--- src/rtl/spi_mem_responder.sv ---
// spi_mem_responder: SPI mode-0 serial-memory responder (READ 0x03 / WRITE 0x02, 24-bit address)
// over an internal byte RAM, oversampling sck/cs/mosi in the clk domain.
module spi_mem_responder #(
    parameter int ADDR_W = 8,
    parameter int SYNC_STAGES = 2
) (
    input  logic        clk,
    input  logic        rst,
    input  logic        cs,
    input  logic        sck,
    input  logic        mosi,
    input  logic        hold_n,
    output logic        miso,
    output logic        miso_oe,
    output logic        busy,
    output logic [7:0]  last_cmd,
    output logic        cmd_err,
    output logic [15:0] byte_cnt
);
    typedef enum logic [2:0] {IDLE, CMD, ADDR, RD_DATA, WR_DATA, IGNORE} state_t;
    state_t state, state_d;
    logic [SYNC_STAGES:0] sck_sh, cs_sh;
    logic [SYNC_STAGES-1:0] mosi_sh;
    logic [7:0] mem [2**ADDR_W];
    logic [ADDR_W-1:0] ptr, addr_sh, addr_next;
    logic [6:0] rx;
    logic [7:0] tx, wr_byte, in_byte;
    logic [4:0] bit_cnt;
    logic [15:0] byte_inc;
    logic load, wr_pend;
    logic mosi_s, rise, fall, cs_fall, cs_rise, last_bit, cmd_ok;

    // the extra top stage of sck_sh/cs_sh holds the previous synchronized value for edge detection
    assign mosi_s = mosi_sh[SYNC_STAGES-1];
    assign rise = hold_n & sck_sh[SYNC_STAGES-1] & ~sck_sh[SYNC_STAGES];
    assign fall = hold_n & ~sck_sh[SYNC_STAGES-1] & sck_sh[SYNC_STAGES];
    assign cs_fall = ~cs_sh[SYNC_STAGES-1] & cs_sh[SYNC_STAGES];
    assign cs_rise = cs_sh[SYNC_STAGES-1] & ~cs_sh[SYNC_STAGES];
    assign in_byte = {rx, mosi_s};
    assign addr_next = {addr_sh[ADDR_W-2:0], mosi_s};
    assign cmd_ok = in_byte == 8'h02 || in_byte == 8'h03;
    assign last_bit = bit_cnt == (state == ADDR ? 5'd23 : 5'd7);
    assign byte_inc = byte_cnt + 16'(byte_cnt != 16'hFFFF);

    always_ff @(posedge clk) begin
        sck_sh <= {sck_sh[SYNC_STAGES-1:0], sck};
        cs_sh <= {cs_sh[SYNC_STAGES-1:0], cs};
        mosi_sh <= {mosi_sh[SYNC_STAGES-2:0], mosi};
    end

    always_ff @(posedge clk) state <= rst ? IDLE : state_d;

    always_comb begin
        state_d = state;
        if (cs_rise) state_d = IDLE;
        else if (state == IDLE) state_d = cs_fall ? CMD : IDLE;
        else if (rise && last_bit && state == CMD) state_d = cmd_ok ? ADDR : IGNORE;
        else if (rise && last_bit && state == ADDR) state_d = last_cmd == 8'h03 ? RD_DATA : WR_DATA;
    end

    always_ff @(posedge clk) if (wr_pend && !rst) mem[ptr] <= wr_byte;

    always_ff @(posedge clk) begin
        if (rst) begin
            miso <= 1'b0;
            miso_oe <= 1'b0;
            busy <= 1'b0;
            last_cmd <= 8'h00;
            cmd_err <= 1'b0;
            byte_cnt <= 16'h0000;
            bit_cnt <= 5'd0;
            load <= 1'b0;
            wr_pend <= 1'b0;
        end else begin
            cmd_err <= 1'b0;
            load <= 1'b0;
            wr_pend <= 1'b0;
            if (wr_pend) begin
                ptr <= ptr + ADDR_W'(1);
                byte_cnt <= byte_inc;
            end
            if (load) tx <= mem[ptr];
            // cs rise wins over any same-cycle sck edge, so a byte completing with it is dropped
            if (cs_rise) begin
                busy <= 1'b0;
                miso <= 1'b0;
                miso_oe <= 1'b0;
            end else if (state == IDLE) begin
                if (cs_fall) begin
                    bit_cnt <= 5'd0;
                    byte_cnt <= 16'h0000;
                    busy <= 1'b1;
                end
            end else if (rise) begin
                rx <= in_byte[6:0];
                addr_sh <= addr_next;
                bit_cnt <= last_bit ? 5'd0 : bit_cnt + 5'd1;
                if (last_bit && state == CMD) begin
                    last_cmd <= in_byte;
                    cmd_err <= !cmd_ok;
                end
                if (last_bit && state == ADDR) begin
                    ptr <= addr_next;
                    load <= last_cmd == 8'h03;
                end
                if (last_bit && state == RD_DATA) begin
                    ptr <= ptr + ADDR_W'(1);
                    load <= 1'b1;
                    byte_cnt <= byte_inc;
                end
                if (last_bit && state == WR_DATA) begin
                    wr_pend <= 1'b1;
                    wr_byte <= in_byte;
                end
            end else if (fall && state == RD_DATA) begin
                miso <= tx[7];
                miso_oe <= 1'b1;
                tx <= {tx[6:0], 1'b0};
            end
        end
    end
endmodule

--- config.mk ---
export PLATFORM = sky130hd
export DESIGN_NAME = spi_mem_responder
export DESIGN_NICKNAME = d
export VERILOG_FILES = /design/src/rtl/spi_mem_responder.sv
export SDC_FILE = /design/constraint.sdc
export NUM_CORES = 2
export LEC_CHECK = 0
export BUFFER_PORTS_ARGS = -buffer_cell sky130_fd_sc_hd__buf_2
export CAP_MARGIN = 20
export CORE_UTILIZATION = 30
export DETAILED_ROUTE_END_ITERATION = 12
export GPL_TIMING_DRIVEN = 0
export PLACE_DENSITY = 0.47
export SYNTH_ARGS = -nofsm -noshare
export SYNTH_HDL_FRONTEND = slang
export SYNTH_SLANG_ARGS = --single-unit
--- constraint.sdc ---
create_clock -name clk -period 9.95 [get_ports clk]
set_input_delay 0 -clock clk [delete_from_list [all_inputs] [get_ports clk]]
set_output_delay 0 -clock clk [all_outputs]
set_load 0.05 [all_outputs]
# After elaboration in Yosys (flattened, before gate mapping)
# Memories as Yosys holds them, arrays and structs flattened. A register that Yosys moved wholly into a read port is not among the register bits.
# Cells that the tools add are included.
# op_classes
muxes,34
reduce_logical,24
addsub,3
n_eq_ne,10
bitwise_logic,15
# ops
operator,n
$mux 16,6
$mux 8,12
$mux 5,5
$eq 8x2->1 const B,3
$add 16x1->16,1
$ne 16x16->1 const B,1
$mux 3,5
$logic_and 1x1->1,9
$not 1->1,9
$add 8x1->8 const B,1
$reduce_and 4->1,2
$and 1x1->1,6
$eq 3x2->1 const B,2
$mux 1,6
$reduce_and 3->1,2
$add 5x1->5 const B,1
$eq 5x5->1,1
$reduce_and 5->1,1
$reduce_or 5->1,1
$reduce_or 4->1,1
$eq 3x1->1 const B,1
$eq 3x3->1 const B,1
$logic_not 3->1,1
$reduce_bool 3->1,1
other kinds (6),7
# word_totals
mem_count,1
ram_bits,2048
word_cells,105
out_inout_bits,28
inputBits,6
ff_bits,84
# mem_list
name,depth,word_bits,rd,rd_clocked_by_memory_dff,write_ports,line_no,source
mem,256,8,1,1,1,24,logic [7:0] mem [2**ADDR_W];

# Logic depth before layout (Yosys ltp)
# logic_depth
word_depth,10
mapped_depth,14
depth_no_buf,13

# Worst setup path before layout
# No wires, ideal clock.
# synth_path
path_kind,register to register
startpoint,register wr_byte[0]
endpoint,"memory mem[0][0], data pin"
n_path_buf,0
t_required_ps,9133
synth_period_minus_slack_ps,4046
setup_slack_ps,5904
setup_ps,817
stages_incl_launch_ff,1
arrival_time_ps,3228
cell_sequence,edfxtp_1
# synth_lines
item,line_no,source
start: declaration,27,"logic [7:0] tx, wr_byte, in_byte;"
start signal: assignment,113,wr_byte <= in_byte;
end: declaration,24,
# Straight into the memory's write port.

==> flow_summary.yaml <==
outcome:
  status: "completed"
placed_design:
  io_buffers: 33
  hpwl_um: 216100
  dp.cells: 7919
  gp_congestion: 0.9155
global_route:
  grt.met1_usage_pct: 29.84
  overflow: 0
  grtUsageMet3_pct: 4.986
  grt_max_degree: 34
  antenna_found_initial: 22
  grt_pass1_wl_um: 416300
  busiest_layer: "met2"
  grt.total_usage_pct: 22.33
  grt_pass1_vias: 44750
  grt_use_met2_pct: 34.76
drt:
  ant_nets: 0
  drt_iter0_drc: 6761
  drt-wirelength-per-cell_um: 37.66
  dr_total_vias: 46060
  firstDrtPassIters: 6
  route.detailed.drc: 0
  drt-total-wl_um: 314900
  viasPerCell: 5.508
die:
  rows: 193
  start_util_pct: 30.14
  die_width_um: 528.9
  core_area_sq_um: 276300
  fp.dieH_um: 528.9
  boundaryPins: 34
  die_area_sq_um: 279700
sta:
  finalCriticalPeriod_ps: 5742
  fin_setup_tns_ps: 0
  worst_slew_pin_slew_ps: 1294
  finalHoldViolations: 0
  max_freq_ghz: 0.1742
  rsz0062_at_grt: "no"
  maxSlewHeadroom_pct: 13.73
  finClkSkew_ps: 46.27
  holdWs_ps: 85.85
  finalMaxSlewViolations: 0
  period_share_pct: 57.71
  setup-violations-final: 0
clocking:
  cts_max_level: 4
  clock-root-buffer: "clkbuf_16"
  cts_tree: "done"
  clk_path_buf_depth: 3
  clk_latency_ps: 900
  cts.sink_count: 2133
  ctsResizeCount: 0
  cts_buffers: 226
  path_clk_slew_ps: 60
worst_setup_path:
  end_kind: "flip-flop"
  start_kind: "flip-flop"
  crit_arrival_ps: 6400
  path_cells: "buf_4 > buf_2 > buf_2 > nand2_1 > clkbuf_1 > o22ai_1 > nor3_1 > nor4_1 > nor4_1 > a221o_1"
  critPathSlowestCell: "buf_2"
  worstSetupPathType: "flip-flop to flip-flop"
  max_stage_delay_ps: 860
  cp_top_family: "buffers and inverters"
  worst-path-buf-inv: 4
  required_ps: 10610
  critPathMaxFanout: 10
synthesis:
  synth_fp_nets: 4075
  yosys_warnings: 0
  yosysSeqAreaShare_pct: 76.27
  async_flop_share_pct: 0
  synth-edff-count: 2079
  yosys.area.top_type: "edfxtp_1"
  yosys.cell_types.count: 60
  syn_inst: 4062
  syn_area_per_cell_sq_um: 20.50
  syn_area_sq_um: 83270
  synth.area.top_cells: "edfxtp_1 75%, mux4_2 14%, nor2_1 1.5%"
  synth_seq_cells: 2133
  synth_top_flop_cell: "edfxtp_1"
  yosys.area.top_type_share_pct: 74.97
pwr:
  p_sw_share_pct: 22.97
  ir_drop_v: 0.0002083
  power.density_nw_per_um2: 194.5
  power_frac_clock_pct: 43.8
  switchingPower_mw: 4.402
  leakage_nw: 30.68
  power.internal_mw: 14.76
  pwr-share-seq_pct: 50.7
  comb_power_share_pct: 5.4
  finalPower_mw: 19.16
cells_and_area:
  final_nets: 4473
  fin_util_pct: 35.65
  final_cell_count_no_fill: 8362
  final_common_cell: "edfxtp_1"
  syn_to_final_growth_pct: 18.27
  drive_gt1_share_pct: 25.43
  final_cell_mix: "2079 x edfxtp_1, 525 x mux4_2, 323 x nor2_1"
worst_hold_path:
  holdCritPathClass: "input port to flip-flop"
run:
  drv_cap: 0
==> cell type report <==
class | count | area [sq um]
tap | 3705 | 4636
fill | 25780 | 177800
clock buffer | 298 | 6123
timing repair buffer | 170 | 3154
multi-input combinational | 1673 | 18500
buffer | 243 | 1290
inverter | 13 | 48.80
sequential | 2133 | 63510
antenna | 5 | 12.51
clock inverter | 122 | 1211
==> synth_stat cells (13+ instances only) <==
cell	count
clkbuf_1	122
buf_4	37
a211oi_1	15
nor2_1	323
nor2b_1	23
nand4_1	14
and3_1	13
buf_6	15
dfxtp_1	54
mux2i_1	89
edfxtp_1	2079
xor2_1	17
mux4_2	525
nand3_1	37
nor3_1	49
a21oi_1	77
mux2_2	14
o22ai_1	85
buf_2	59
nor4_1	21
nand2b_1	20
nand2_1	124
o21ai_0	33
a22oi_1	36
o221ai_1	21
==> routing by layer <==
layer	up-vias	routed length [um]
li1	17700	-
met1	25340	126200
met2	2478	144500
met3	535	28660
met4	6	15590
met5	-	32
==> flip-flops by register name, indices dropped and copies added, names as in the netlist, named ones only <==
name and count:
mosi_sh 2, load 1, bit_cnt 5, miso_oe 1
wr_pend 1, byte_cnt 16, busy 1, state 3
cmd_err 1, last_cmd 8, wr_byte 8, addr_sh 7
ptr 8, tx 8, mem 2048, cs_sh 3
miso 1, sck_sh 3
==> repair_timing <==
item,4_1_cts,5_1_grt
setup buffers,0,0
hold buffers,10,0
endpoints found under the hold margin,54,0
==> tightest hold or removal path, cell delays in order <==
cell and delay, ps:
dlygate4sd3_1 530, buf_2 160, inv_1 110, mux2_2 160
==> final timing paths <==
path | start | cells after the start | to | slack [ps]
hold / removal | rst | 4 | flip-flop | 90
setup / recovery | flip-flop | 10 | tx[4] | 4210
hold reg to reg | mosi_sh[0] | 0 | mosi_sh[1] | 330
setup reg to reg | flip-flop | 10 | tx[4] | 4210
==> kinds of logic (layout without fill, tap and decap cells) <==
group           count (synthesis)  in the layout  share of synthesized area, %
mux                           628            628                         15.46
other cells                     0              5                             0
xor+xnor                       25             25                        0.2629
flops                        2133           2133                         76.27
buf+inv                       256            846                         1.545
compound gates                341            341                         2.720
fa+ha+maj                       7              7                        0.1052
simple gates                  672            672                         3.639
==> stage by stage <==
| step | instance area (sq um) | setup slack, ps |
|---|---|---|
| global placement | 88070 | 1555 |
| finish | 98490 | 4208 |
| floorplan | 83270 | 5904 |
| global route | 98480 | 4306 |
| CTS | 98400 | 4334 |
| detailed placement | 90970 | 4321 |
==> power by group through the flow <==
stage	clock network [mW]	registers, mW	logic [mW]
after global routing	8.80	9.72	1.05
after global placement	0	9.91	1.02
after detailed placement	0	9.91	1.03
after floorplan	0	9.91	0.523
final	8.40	9.72	1.04
after CTS	8.47	9.72	1.03
(Power assumes the default switching activity.)
